File: config.mk
export PLATFORM = sky130hd
export DESIGN_NAME = pipelined_adder_flat
export DESIGN_NICKNAME = d
export VERILOG_FILES = /design/src/rtl/pipelined_adder_if.sv /design/src/rtl/pipelined_adder.sv /design/src/flat_wrapper.sv
export SDC_FILE = /design/constraint.sdc
export NUM_CORES = 1
export LEC_CHECK = 0
export CORE_MARGIN = 1.5
export CORE_UTILIZATION = 35
export DETAILED_ROUTE_END_ITERATION = 8
export PLACE_DENSITY = 0.57
export SLEW_MARGIN = 20
export SYNTH_ARGS = -nofsm -noshare
export SYNTH_HDL_FRONTEND = slang
export SYNTH_SLANG_ARGS = --single-unit
File: constraint.sdc
create_clock -name clk -period 11.7 [get_ports clk]
set_input_delay 2.34 -clock clk [delete_from_list [all_inputs] [get_ports clk]]
set_output_delay 2.34 -clock clk [all_outputs]
set_load 0.01 [all_outputs]
File: src/rtl/pipelined_adder_if.sv
// ============================================================================
// Module      : pipelined_adder_if
// Description : Operand/result handshake bundle for pipelined_adder.
// Revision    : 1.0 - initial release
// ============================================================================
`default_nettype none

interface pipelined_adder_if #(
    parameter int WIDTH = 32
) ();
    logic             in_valid;
    logic             in_ready;
    logic [WIDTH-1:0] lt;
    logic [WIDTH-1:0] rt;
    logic             cin;
    logic             sub;
    logic             out_valid;
    logic             out_ready;
    logic [WIDTH-1:0] s;
    logic             cout;
    logic             ovf;
    logic             zero;

    // master drives operands and consumes results; slave is the adder
    modport master (
        output in_valid, lt, rt, cin, sub, out_ready,
        input  in_ready, out_valid, s, cout, ovf, zero
    );

    modport slave (
        input  in_valid, lt, rt, cin, sub, out_ready,
        output in_ready, out_valid, s, cout, ovf, zero
    );
endinterface

`default_nettype wire

File: src/rtl/pipelined_adder.sv
// ============================================================================
// Module      : pipelined_adder
// Description : WIDTH-bit add/subtract, one CHUNK-bit slice per pipeline stage,
//               valid/ready handshake with full-pipeline backpressure.
// Revision    : 1.0 - initial release
// ============================================================================
`default_nettype none

module pipelined_adder #(
    parameter int WIDTH = 32,
    parameter int CHUNK = 4
) (
    input  wire logic        clk,
    input  wire logic        rst,
    pipelined_adder_if.slave bus
);
    localparam int STAGES = WIDTH / CHUNK;
    localparam int c_NPIPE = (STAGES > 1) ? STAGES - 1 : 1;
    localparam int c_LAST  = STAGES - 1;

    generate
        if ((WIDTH % CHUNK) != 0) begin : g_bad_chunk
            $error("pipelined_adder: WIDTH must be a multiple of CHUNK");
        end
    endgenerate

    logic             w_advance;
    logic [WIDTH-1:0] w_a_in  [STAGES];
    logic [WIDTH-1:0] w_b_in  [STAGES];
    logic [WIDTH-1:0] w_a_out [STAGES];
    logic             w_c_in  [STAGES];
    logic             w_v_in  [STAGES];
    logic [CHUNK:0]   w_part  [STAGES];
    logic [WIDTH-1:0] w_s_next;
    logic             w_ovf_next;

    // r_a carries finished low slices of the sum with untouched high slices of lt
    logic [WIDTH-1:0] r_a   [c_NPIPE];
    logic [WIDTH-1:0] r_b   [c_NPIPE];
    logic             r_c   [c_NPIPE];
    logic             r_vld [c_NPIPE];

    logic             r_out_valid;
    logic [WIDTH-1:0] r_s;
    logic             r_cout;
    logic             r_ovf;
    logic             r_zero;

    assign w_advance    = !r_out_valid || bus.out_ready;
    assign bus.in_ready = w_advance;

    generate
        for (genvar k = 0; k < STAGES; k++) begin : g_stage
            localparam logic [WIDTH-1:0] c_SLICE_MASK = WIDTH'({CHUNK{1'b1}}) << (k * CHUNK);

            if (k == 0) begin : g_first
                assign w_a_in[k] = bus.lt;
                assign w_b_in[k] = bus.sub ? ~bus.rt : bus.rt;
                assign w_c_in[k] = bus.cin;
                assign w_v_in[k] = bus.in_valid;
            end else begin : g_next
                assign w_a_in[k] = r_a[k-1];
                assign w_b_in[k] = r_b[k-1];
                assign w_c_in[k] = r_c[k-1];
                assign w_v_in[k] = r_vld[k-1];
            end

            assign w_part[k] = {1'b0, w_a_in[k][k*CHUNK +: CHUNK]}
                             + {1'b0, w_b_in[k][k*CHUNK +: CHUNK]}
                             + {{CHUNK{1'b0}}, w_c_in[k]};

            assign w_a_out[k] = (w_a_in[k] & ~c_SLICE_MASK)
                              | (WIDTH'(w_part[k][CHUNK-1:0]) << (k * CHUNK));
        end
    endgenerate

    // The top slice of lt/rt_eff is still untouched at the last stage's input
    assign w_s_next   = w_a_out[c_LAST];
    assign w_ovf_next = (w_a_in[c_LAST][WIDTH-1] == w_b_in[c_LAST][WIDTH-1])
                     && (w_s_next[WIDTH-1] != w_a_in[c_LAST][WIDTH-1]);

    always_ff @(posedge clk) begin
        if (rst) begin
            r_out_valid <= 1'b0;
            r_s         <= '0;
            r_cout      <= 1'b0;
            r_ovf       <= 1'b0;
            r_zero      <= 1'b0;
            for (int j = 0; j < c_NPIPE; j++) begin
                r_vld[j] <= 1'b0;
                r_a[j]   <= '0;
                r_b[j]   <= '0;
                r_c[j]   <= 1'b0;
            end
        end else if (w_advance) begin
            r_out_valid <= w_v_in[c_LAST];
            if (w_v_in[c_LAST]) begin
                r_s    <= w_s_next;
                r_cout <= w_part[c_LAST][CHUNK];
                r_ovf  <= w_ovf_next;
                r_zero <= ~|w_s_next;
            end
            for (int j = 0; j < STAGES - 1; j++) begin
                r_vld[j] <= w_v_in[j];
                r_a[j]   <= w_a_out[j];
                r_b[j]   <= w_b_in[j];
                r_c[j]   <= w_part[j][CHUNK];
            end
        end
    end

    assign bus.out_valid = r_out_valid;
    assign bus.s         = r_s;
    assign bus.cout      = r_cout;
    assign bus.ovf       = r_ovf;
    assign bus.zero      = r_zero;

endmodule

`default_nettype wire

File: src/flat_wrapper.sv
// flat-port wrapper written by rule: the top's interface ports become plain ports
module pipelined_adder_flat 
#(
    parameter int WIDTH = 32,
    parameter int CHUNK = 4
)
  (clk, rst, bus_in_valid, bus_lt, bus_rt, bus_cin, bus_sub, bus_out_ready, bus_in_ready, bus_out_valid, bus_s, bus_cout, bus_ovf, bus_zero);
  pipelined_adder_if #(.WIDTH(WIDTH)) bus_i ();
  input  wire logic clk;
  input  wire logic rst;
  input wire logic [$bits(bus_i.in_valid)-1:0] bus_in_valid;
  input wire logic [$bits(bus_i.lt)-1:0] bus_lt;
  input wire logic [$bits(bus_i.rt)-1:0] bus_rt;
  input wire logic [$bits(bus_i.cin)-1:0] bus_cin;
  input wire logic [$bits(bus_i.sub)-1:0] bus_sub;
  input wire logic [$bits(bus_i.out_ready)-1:0] bus_out_ready;
  output wire logic [$bits(bus_i.in_ready)-1:0] bus_in_ready;
  output wire logic [$bits(bus_i.out_valid)-1:0] bus_out_valid;
  output wire logic [$bits(bus_i.s)-1:0] bus_s;
  output wire logic [$bits(bus_i.cout)-1:0] bus_cout;
  output wire logic [$bits(bus_i.ovf)-1:0] bus_ovf;
  output wire logic [$bits(bus_i.zero)-1:0] bus_zero;
  assign bus_i.in_valid = bus_in_valid;
  assign bus_i.lt = bus_lt;
  assign bus_i.rt = bus_rt;
  assign bus_i.cin = bus_cin;
  assign bus_i.sub = bus_sub;
  assign bus_i.out_ready = bus_out_ready;
  assign bus_in_ready = bus_i.in_ready;
  assign bus_out_valid = bus_i.out_valid;
  assign bus_s = bus_i.s;
  assign bus_cout = bus_i.cout;
  assign bus_ovf = bus_i.ovf;
  assign bus_zero = bus_i.zero;
  pipelined_adder #(.WIDTH(WIDTH), .CHUNK(CHUNK)) u_core (.clk(clk), .rst(rst), .bus(bus_i));
endmodule
# Word-level counts from Yosys, hierarchy flattened
# Memory sizes are Yosys's and may differ from the RTL's.
# Index checks and enable logic that the tools add are counted.
[totals]
ff_bits = 36
ramBits = 462
in_bits = 70
wordCells = 104
mem_count = 4
[op_classes]
add_sub_neg = 16
eq_ne = 2
muxes = 34
bitwise_logic = 37
reduce_logical = 6
[mem_list]
columns = ["name", "depth", "word_bits", "rd", "rd_ports_with_merged_regs", "wr", "line_no", "rtl"]
rows = [
  ["u_core.r_a", 7, 32, 7, 0, 7, "pipelined_adder.sv:38", "logic [WIDTH-1:0] r_a [c_NPIPE];"],
  ["u_core.r_b", 7, 32, 7, 0, 7, "pipelined_adder.sv:39", "logic [WIDTH-1:0] r_b [c_NPIPE];"],
  ["u_core.r_c", 7, 1, 7, 0, 7, "pipelined_adder.sv:40", "logic r_c [c_NPIPE];"],
  ["u_core.r_vld", 7, 1, 7, 0, 7, "pipelined_adder.sv:41", "logic r_vld [c_NPIPE];"],
]
[op_table]
columns = ["op", "count"]
rows = [
  ["2-to-1 mux 32 bit", 15],
  ["adder 4 x 4 -> 5 bit", 8],
  ["adder 5 x 1 -> 5 bit", 8],
  ["NOT 32 bit", 1],
  ["OR 28 x 32 -> 32 bit", 1],
  ["OR 32 x 12 -> 32 bit", 1],
  ["OR 32 x 16 -> 32 bit", 1],
  ["OR 32 x 20 -> 32 bit", 1],
  ["OR 32 x 24 -> 32 bit", 1],
  ["OR 32 x 28 -> 32 bit", 1],
  ["OR 32 x 4 -> 32 bit", 1],
  ["OR 32 x 8 -> 32 bit", 1],
  ["OR reduction 32 bit", 1],
  ["OR 1 bit", 28],
  ["2-to-1 mux 1 bit", 19],
  ["zero test 1 bit", 2],
  ["AND reduction 2 bit", 1],
  ["equality test 1 bit", 1],
  ["logical AND 1 bit", 1],
  ["logical OR 1 bit", 1],
  ["!= test 1 bit", 1],
]

# Longest topological paths before layout
# Gate-level depths: netlist of the first run.
[logic_depth]
depth_word = 6
mapped_depth = 8
mapped_depth_nobuf = 8

# Least setup slack after synthesis of the first run
# OpenSTA, ideal clock, no wires.
[synth_timing]
kind = "input-to-reg"
start = "input rst"
end = "memory u_core.r_a[0][0], enable pin"
setup_time_ps = 2589
t_arrival_ps = 8318
required_ps = 9111
slack_ps = 793
stages = 3
path_buffers = 1
path_cell_list = "inv_2 clkbuf_1 nand2_1"
[synth_rtl]
columns = ["item", "line_no", "rtl"]
rows = [
  ["start: declaration", "flat_wrapper.sv:10", "input wire logic rst;"],
  ["end: declaration", "pipelined_adder.sv:38", ""],
]

# Final worst setup path of the first run
[layout_timing]
start = "input bus_out_ready"
end = "output bus_in_ready"
[layout_via]
elab_chain_len = 1
[layout_lines]
columns = ["item", "line_no", "rtl"]
rows = [
  ["start: declaration", "flat_wrapper.sv:16", "input wire logic [$bits(bus_i.out_ready)-1:0] bus_out_ready;"],
  ["logical OR 1 bit", "pipelined_adder.sv:49", "assign w_advance = !r_out_valid || bus.out_ready;"],
  ["end: declaration", "flat_wrapper.sv:17", "output wire logic [$bits(bus_i.in_ready)-1:0] bus_in_ready;"],
]
# No other way between the ends.

==> run_summary.xml, run 1 <==
<?xml version="1.0" encoding="UTF-8"?>
<metrics>
  <group name="synth">
    <metric name="synth.top_cell.area_share" unit="">0.665</metric>
    <metric name="synthesized_flop_and_latch_total" unit="">386</metric>
    <metric name="postSynthAreaPerCell" unit="sq um">14.3</metric>
    <metric name="yosysTopAreaCell" unit="">sky130_fd_sc_hd__edfxtp_1</metric>
    <metric name="synth_seq_area_share" unit="">0.710</metric>
    <metric name="synthTopCellsByArea" unit="">sky130_fd_sc_hd__edfxtp_1 (66%), sky130_fd_sc_hd__and3_1 (10%), sky130_fd_sc_hd__dfxtp_1 (4.6%)</metric>
    <metric name="netlist-cell-type-count" unit="">38</metric>
    <metric name="post_synth_instance_area" unit="sq um">15800</metric>
    <metric name="postSynthNetCount" unit="">1217</metric>
    <metric name="yosys_warnings" unit="">0</metric>
    <metric name="cells_after_synth" unit="">1107</metric>
  </group>
  <group name="drt">
    <metric name="postRouteAntennaNets" unit="">0</metric>
    <metric name="number_of_drc_markers_after_the_initial_detailed_route_iteration" unit="">771</metric>
    <metric name="wirelength" unit="mm">25.7</metric>
    <metric name="detail_route.vias_per_cell" unit="">4.57</metric>
    <metric name="vias_post_dr" unit="">8231</metric>
    <metric name="first_pass_iters" unit="">4</metric>
    <metric name="detail_route.drc_violations" unit="">0</metric>
    <metric name="routed_len_inst" unit="microns">14.2</metric>
  </group>
  <group name="worst_setup_path">
    <metric name="kind_of_critical_path" unit="">input port to output pin</metric>
    <metric name="crit_top_cell" unit="">sky130_fd_sc_hd__clkdlybuf4s50_1</metric>
    <metric name="timing.critical_path.from" unit="">bus_out_ready</metric>
    <metric name="cp_cell_sequence" unit="">clkdlybuf4s50_1 -&gt; nor2b_4 -&gt; inv_6 -&gt; clkdlybuf4s50_1</metric>
    <metric name="r2r_start" unit="">u_core.bus.out_valid</metric>
    <metric name="worst_setup_path_end_kind" unit="">output pin</metric>
    <metric name="critPathMaxFanout" unit="">86</metric>
    <metric name="critical_path.top_delay_family" unit="">buffers and inverters</metric>
    <metric name="critical_path.slowest_cell" unit="">sky130_fd_sc_hd__clkdlybuf4s50_1</metric>
    <metric name="critPathMaxStageDelay" unit="ns">0.63</metric>
    <metric name="worst_ep_arrival_time" unit="ns">3.90</metric>
    <metric name="worst-path-buf-inv" unit="">3</metric>
    <metric name="setup.worst_path.start_class" unit="">input port</metric>
    <metric name="worst-endpoint-required" unit="ns">9.36</metric>
  </group>
  <group name="finish">
    <metric name="syn_to_final_growth" unit="%">16.7</metric>
    <metric name="final_nets" unit="">1293</metric>
    <metric name="n_antenna_cell" unit="">0</metric>
    <metric name="drive_above_1_share" unit="">0.0603</metric>
  </group>
  <group name="global_routing">
    <metric name="global_route_total_usage_across_every_layer" unit="">0.108</metric>
    <metric name="grt_remaining_overflow" unit="">0</metric>
    <metric name="grt_first_pass_wirelength" unit="mm">41.7</metric>
    <metric name="vias_in_the_first_global_route" unit="">8048</metric>
    <metric name="grt_start_max_net_pins" unit="">211</metric>
    <metric name="antenna_violations_before_repair" unit="">0</metric>
  </group>
  <group name="timing">
    <metric name="finalHoldWorstSlack" unit="ns">0.450</metric>
    <metric name="relSlewSlack" unit="">0.310</metric>
    <metric name="slew_violations" unit="">0</metric>
    <metric name="setup_viol" unit="">0</metric>
    <metric name="finalClockSkew" unit="ns">0.0195</metric>
    <metric name="timing_worst_slew_pin_value" unit="ns">1.03</metric>
    <metric name="clock.fmax" unit="GHz">0.160</metric>
    <metric name="period_needed" unit="ns">6.24</metric>
    <metric name="fin_setup_tns" unit="ns">0</metric>
    <metric name="hold_viol" unit="">0</metric>
    <metric name="post_route_fraction_of_the_period_consumed_by_the_critical_path" unit="">0.533</metric>
    <metric name="unrepaired_setup_endpoints_after_global_routing" unit="">no</metric>
  </group>
  <group name="clocking">
    <metric name="cts-resized-gates" unit="">0</metric>
    <metric name="clock_sink_count" unit="">386</metric>
    <metric name="cts_tree" unit="">yes</metric>
    <metric name="postCtsHoldBufs" unit="">0</metric>
    <metric name="clk_pin_slew" unit="ns">0.06</metric>
    <metric name="cts_setup_buffers" unit="">0</metric>
    <metric name="cts_buffers" unit="">42</metric>
    <metric name="maximum_clock_insertion_buffer_count" unit="">3</metric>
    <metric name="root_buffer" unit="">sky130_fd_sc_hd__clkbuf_16</metric>
    <metric name="clk_latency" unit="ns">0.53</metric>
    <metric name="number_of_levels_the_h_tree_was_split_into" unit="">2</metric>
  </group>
  <group name="min_path">
    <metric name="worst_min_delay_path_category" unit="">register to register</metric>
    <metric name="hold_path_startpoint" unit="">u_core.bus.s[29]</metric>
  </group>
  <group name="status">
    <metric name="outcome" unit="">complete, no violations</metric>
  </group>
  <group name="pwr">
    <metric name="switchingPower" unit="mW">0.562</metric>
    <metric name="relative_contribution_of_combinational_cells_to_total_power" unit="">0.037</metric>
    <metric name="p_int" unit="mW">2.32</metric>
    <metric name="net_sw_frac" unit="">0.195</metric>
    <metric name="peakVddDrop" unit="mV">0.0850</metric>
    <metric name="leakage" unit="nW">7.97</metric>
    <metric name="pwr-share-seq" unit="">0.539</metric>
    <metric name="clockPowerShare" unit="">0.424</metric>
    <metric name="power.density" unit="nW/um^2">156</metric>
  </group>
  <group name="floorplan">
    <metric name="design.die.area" unit="sq um">46500</metric>
    <metric name="initial_core_utilization" unit="">0.356</metric>
    <metric name="core-area" unit="sq um">44400</metric>
    <metric name="floorplan.rows" unit="">77</metric>
    <metric name="die_span_x" unit="microns">216</metric>
    <metric name="num_io_pins" unit="">107</metric>
    <metric name="vertical_die_dimension" unit="microns">216</metric>
  </group>
  <group name="place">
    <metric name="buffer_ports.inserted" unit="">106</metric>
    <metric name="globalplace.congestion" unit="">0.733</metric>
    <metric name="hpwlAfterDp" unit="mm">14.6</metric>
  </group>
  <group name="job">
    <metric name="maxCapViolations" unit="">0</metric>
  </group>
</metrics>
[routing by layer]
metal / up-vias / GRT usage / routed length (microns)
li1: 4152 / - / -
met1: 3891 / 0.154 / 12700
met2: 146 / 0.168 / 11400
met3: 42 / 0.0224 / 1090
met4: 0 / 0.0333 / 491
met5: - / 0 / 0
[layout make-up]
class / count / area [sq um]
fillers: 4065 / 26000
flip-flops and latches: 386 / 11200
multi-input cells: 602 / 3920
repair buffers: 113 / 1140
clock buffers: 49 / 1080
well taps: 592 / 741
clock inverters: 23 / 191
inverters: 38 / 153
[Yosys cell counts, drive strengths merged]
cell type  count
fa            16
dfxtp         36
nand3b         1
a211oi         2
and3         259
a21o           4
o21ai          9
a211o          1
a21boi         6
nor4           7
and2           1
nor3b          6
ha            24
nand4          2
nand3          3
nor2b         46
nor2          51
buf           46
clkbuf        35
xor2           6
a21bo          1
nand2         71
xnor2         32
nor3          12
a32o           1
a21oi         41
inv           38
edfxtp       350
[power by group through the flow]
stage	sequential, mW	clock (mW)	combinational (mW)
detailed placement	1.58	0	0.111
CTS	1.55	1.26	0.111
global route	1.55	1.31	0.122
floorplan	1.57	0	0.0689
finish	1.55	1.22	0.108
global placement	1.58	0	0.109
[cell families (layout without fill, tap and decap cells)]
logic type / after synthesis / in the layout / share of synthesized area
buf+inv: 119 / 223 / 0.0424
fa+ha+maj: 40 / 40 / 0.0393
simple gates: 459 / 459 / 0.163
flops: 386 / 386 / 0.710
xor+xnor: 38 / 38 / 0.0210
compound gates: 65 / 65 / 0.0239
[cell usage in the layout (no fill, tap or decap), types with 6 or more instances in the layout]
cell type	netlist	routed
sky130_fd_sc_hd__a21oi_1	39	39
sky130_fd_sc_hd__and3_1	259	259
sky130_fd_sc_hd__clkbuf_16	0	42
sky130_fd_sc_hd__nor2b_1	45	45
sky130_fd_sc_hd__nand2_1	69	68
sky130_fd_sc_hd__xnor2_1	32	32
sky130_fd_sc_hd__nor3b_1	6	6
sky130_fd_sc_hd__fa_1	16	16
sky130_fd_sc_hd__inv_1	36	36
sky130_fd_sc_hd__o21ai_0	9	9
sky130_fd_sc_hd__a21boi_0	6	6
sky130_fd_sc_hd__clkdlybuf4s50_1	0	104
sky130_fd_sc_hd__nor3_1	12	12
sky130_fd_sc_hd__edfxtp_1	350	350
sky130_fd_sc_hd__clkinv_1	0	12
sky130_fd_sc_hd__dfxtp_1	36	36
sky130_fd_sc_hd__xor2_1	6	6
sky130_fd_sc_hd__ha_1	24	24
sky130_fd_sc_hd__nor4_1	7	7
sky130_fd_sc_hd__clkbuf_1	35	7
sky130_fd_sc_hd__nor2_1	51	51
[through the flow]
stage | cells | total power [mW] | worst slack [ns] | area (sq um) | util
floorplan | 1107 | 1.64 | 0.793 | 15800 | -
global placement | 1730 | 1.69 | 5.40 | 17200 | 0.386
detailed placement | 1730 | 1.69 | 5.42 | 17200 | 0.386
CTS | 1802 | 2.92 | 5.42 | 18400 | 0.415
global route | 1803 | 2.99 | 5.36 | 18500 | 0.415
finish | 1803 | 2.88 | 5.46 | 18500 | 0.415
[registers in the layout, summed over array words and instances (netlist names)]
name and count:
u_core.r_b 112, u_core.r_vld 7, u_core.bus.s 32, u_core.r_c 7, u_core.bus.out_valid 1, u_core.r_a 224
u_core.bus.zero 1, u_core.bus.ovf 1, u_core.bus.cout 1
[worst reg2reg max path, stage by stage (launching register included)]
cell and delay, ns:
sky130_fd_sc_hd__dfxtp_1 0.31, sky130_fd_sc_hd__nor2b_4 0.15, sky130_fd_sc_hd__inv_6 0.34, sky130_fd_sc_hd__buf_4 0.65, sky130_fd_sc_hd__buf_4 0.75, sky130_fd_sc_hd__and3_1 0.36
[worst paths after layout]
kind	end	slack (ns)	cells past startpoint
worst max-delay path	bus_in_ready	5.46	4
worst min-delay path	u_core.bus.s[29]	0.45	2
worst max register to register	u_core.r_a[3][19]	9.00	5
worst min register to register	u_core.bus.s[29]	0.45	2
Note: power is estimated with default switching activity, not from simulation.
==> run 2, diff against run 1 <==
--- a/config.mk
+++ b/config.mk
@@ -8,7 +8,7 @@
 export CORE_MARGIN = 1.5
 export CORE_UTILIZATION = 35
 export DETAILED_ROUTE_END_ITERATION = 8
-export PLACE_DENSITY = 0.57
+export PLACE_DENSITY = 0.59
 export SLEW_MARGIN = 20
 export SYNTH_ARGS = -nofsm -noshare
 export SYNTH_HDL_FRONTEND = slang
==> constraint.sdc (replaced) <==
create_clock -name clk -period 5.59 [get_ports clk]
set_input_delay 1.118 -clock clk [delete_from_list [all_inputs] [get_ports clk]]
set_output_delay 1.118 -clock clk [all_outputs]
set_load 0.01 [all_outputs]
==> run 2 against run 1 <==
Against the previous run: via count shrank 0.18%; clock-buffer cell count grew 3; utilization is essentially flat; clock power grew 110%; combinational power grew 110%; sequential share of layout area shrank 0.070 points; non-clock buffer count grew 3; hold slack gained 0.0011 ns; largest power group unchanged.
==> run_summary.xml, run 2 (synthesized netlist as in run 1, its figures left out) <==
<?xml version="1.0" encoding="UTF-8"?>
<metrics>
  <group name="status">
    <metric name="outcome" unit="">complete, no violations</metric>
  </group>
  <group name="worst_setup_path">
    <metric name="critPathMaxStageDelay" unit="ns">0.59</metric>
    <metric name="critPathMaxFanout" unit="">41</metric>
    <metric name="worst_setup_path_end_kind" unit="">output pin</metric>
    <metric name="kind_of_critical_path" unit="">input port to output pin</metric>
    <metric name="setup.worst_path.start_class" unit="">input port</metric>
    <metric name="critical_path.slowest_cell" unit="">sky130_fd_sc_hd__clkdlybuf4s50_1</metric>
    <metric name="crit_top_cell" unit="">sky130_fd_sc_hd__clkdlybuf4s50_1</metric>
    <metric name="worst-endpoint-required" unit="ns">4.47</metric>
    <metric name="cp_cell_sequence" unit="">clkdlybuf4s50_1 -&gt; nor2b_4 -&gt; inv_6 -&gt; clkdlybuf4s50_1</metric>
    <metric name="worst_ep_arrival_time" unit="ns">2.53</metric>
  </group>
  <group name="place">
    <metric name="buffer_ports.inserted" unit="">106</metric>
    <metric name="hpwlAfterDp" unit="mm">15.0</metric>
    <metric name="globalplace.congestion" unit="">0.736</metric>
    <metric name="placed_cell_area" unit="sq um">17200</metric>
  </group>
  <group name="timing">
    <metric name="hold_viol" unit="">0</metric>
    <metric name="period_needed" unit="ns">3.65</metric>
    <metric name="post_route_fraction_of_the_period_consumed_by_the_critical_path" unit="">0.653</metric>
    <metric name="timing_worst_slew_pin_value" unit="ns">1.06</metric>
    <metric name="relSlewSlack" unit="">0.290</metric>
    <metric name="fin_setup_tns" unit="ns">0</metric>
    <metric name="slew_violations" unit="">0</metric>
    <metric name="finalClockSkew" unit="ns">0.0181</metric>
    <metric name="unrepaired_setup_endpoints_after_global_routing" unit="">no</metric>
    <metric name="clock.fmax" unit="GHz">0.274</metric>
    <metric name="setup_viol" unit="">0</metric>
  </group>
  <group name="drt">
    <metric name="detail_route.vias_per_cell" unit="">4.55</metric>
    <metric name="postRouteAntennaNets" unit="">0</metric>
    <metric name="first_pass_iters" unit="">4</metric>
    <metric name="detail_route.drc_violations" unit="">0</metric>
    <metric name="routed_len_inst" unit="microns">14.2</metric>
    <metric name="number_of_drc_markers_after_the_initial_detailed_route_iteration" unit="">540</metric>
    <metric name="wirelength" unit="mm">25.6</metric>
    <metric name="vias_post_dr" unit="">8216</metric>
  </group>
  <group name="clocking">
    <metric name="root_buffer" unit="">sky130_fd_sc_hd__clkbuf_16</metric>
    <metric name="cts_tree" unit="">yes</metric>
    <metric name="number_of_levels_the_h_tree_was_split_into" unit="">2</metric>
    <metric name="cts_setup_buffers" unit="">0</metric>
    <metric name="cts-resized-gates" unit="">0</metric>
    <metric name="clock_sink_count" unit="">386</metric>
    <metric name="clk_latency" unit="ns">0.55</metric>
    <metric name="cts_buffers" unit="">43</metric>
    <metric name="maximum_clock_insertion_buffer_count" unit="">3</metric>
    <metric name="postCtsHoldBufs" unit="">0</metric>
    <metric name="clk_pin_slew" unit="ns">0.05</metric>
  </group>
  <group name="pwr">
    <metric name="relative_contribution_of_combinational_cells_to_total_power" unit="">0.038</metric>
    <metric name="net_sw_frac" unit="">0.199</metric>
    <metric name="switchingPower" unit="mW">1.20</metric>
    <metric name="clockPowerShare" unit="">0.423</metric>
    <metric name="leakage" unit="nW">7.97</metric>
    <metric name="p_int" unit="mW">4.82</metric>
    <metric name="peakVddDrop" unit="mV">0.178</metric>
    <metric name="pwr-share-seq" unit="">0.540</metric>
    <metric name="power.density" unit="nW/um^2">326</metric>
  </group>
  <group name="finish">
    <metric name="final_cell_mix" unit="">sky130_fd_sc_hd__edfxtp_1 (350), sky130_fd_sc_hd__and3_1 (259), sky130_fd_sc_hd__clkdlybuf4s50_1 (104), sky130_fd_sc_hd__nand2_1 (68), sky130_fd_sc_hd__nor2_1 (51)</metric>
    <metric name="multi_input_area" unit="sq um">3930</metric>
    <metric name="largest_register_ff_count" unit="">224</metric>
    <metric name="stdcell_area" unit="sq um">18500</metric>
    <metric name="n_antenna_cell" unit="">0</metric>
    <metric name="layout.area.seq" unit="sq um">11200</metric>
    <metric name="final_nets" unit="">1297</metric>
    <metric name="syn_to_final_growth" unit="%">16.8</metric>
    <metric name="drive_above_1_share" unit="">0.0635</metric>
    <metric name="final_common_cell" unit="">sky130_fd_sc_hd__edfxtp_1</metric>
    <metric name="fillers" unit="">4073</metric>
    <metric name="largest_register" unit="">u_core.r_a</metric>
  </group>
  <group name="global_routing">
    <metric name="vias_in_the_first_global_route" unit="">8201</metric>
    <metric name="grt.met3_usage" unit="">0.0231</metric>
    <metric name="busiest_layer" unit="">met2</metric>
    <metric name="global_route_total_usage_across_every_layer" unit="">0.110</metric>
    <metric name="antenna_violations_before_repair" unit="">0</metric>
    <metric name="met2_usage" unit="">0.174</metric>
    <metric name="grt_first_pass_wirelength" unit="mm">42.0</metric>
    <metric name="grt_start_max_net_pins" unit="">131</metric>
    <metric name="use_met1" unit="">0.150</metric>
    <metric name="grt_remaining_overflow" unit="">0</metric>
  </group>
  <group name="floorplan">
    <metric name="initial_core_utilization" unit="">0.356</metric>
    <metric name="num_io_pins" unit="">107</metric>
    <metric name="die_span_x" unit="microns">216</metric>
    <metric name="vertical_die_dimension" unit="microns">216</metric>
    <metric name="floorplan.rows" unit="">77</metric>
    <metric name="design.die.area" unit="sq um">46500</metric>
    <metric name="core-area" unit="sq um">44400</metric>
  </group>
  <group name="min_path">
    <metric name="worst_min_delay_path_category" unit="">register to register</metric>
  </group>
  <group name="job">
    <metric name="maxCapViolations" unit="">0</metric>
  </group>
</metrics>
-- run 2: through the flow --
| stage | std cells | total power [mW] | utilization | worst slack, ns | hold slack, ns |
|---|---|---|---|---|---|
| floorplan | 1107 | 3.44 | - | 1.39 | 0.481 |
| global route | 1805 | 6.25 | 0.416 | 1.88 | 0.465 |
| detailed placement | 1734 | 3.54 | 0.387 | 1.93 | 0.447 |
| finish | 1805 | 6.02 | 0.416 | 1.94 | 0.451 |
| CTS | 1805 | 6.11 | 0.416 | 1.92 | 0.455 |
| global placement | 1734 | 3.53 | 0.387 | 1.94 | 0.444 |
-- run 2: worst max-delay path: cells and delay by family --
family / cells / cell delay [ns]
buf+inv: 3 / 1.32
simple gates: 1 / 0.08
-- run 2: path summary, 6_finish.rpt --
check	startpoint	to	slack, ns	cells past startpoint
setup reg to reg	u_core.r_b[3][28]	u_core.bus.zero	3.46	6
hold / removal	u_core.bus.s[1]	u_core.bus.s[1]	0.45	2
setup / recovery	bus_out_ready	bus_in_ready	1.94	4
hold reg to reg	u_core.bus.s[1]	u_core.bus.s[1]	0.45	2
-- run 2: area by class of cell --
type	instances	area share
tap	592	0.0401
inverter	38	0.00826
timing repair buffer	116	0.0623
sequential	386	0.608
clock buffer	52	0.0612
multi-input combinational	602	0.213
clock inverter	19	0.00725
-- run 2: power by group through the flow --
stage / sequential, mW / combinational [mW] / clock (mW)
floorplan: 3.30 / 0.145 / 0
global placement: 3.31 / 0.226 / 0
detailed placement: 3.31 / 0.231 / 0
CTS: 3.25 / 0.232 / 2.63
global route: 3.25 / 0.256 / 2.74
finish: 3.25 / 0.226 / 2.54
-- run 2: metal layers --
layer	vias up	routed length (microns)	part of all wire
met5	-	0	0
li1	4160	-	-
met4	0	557	0.022
met2	135	11500	0.45
met3	47	1030	0.040
met1	3874	12500	0.49
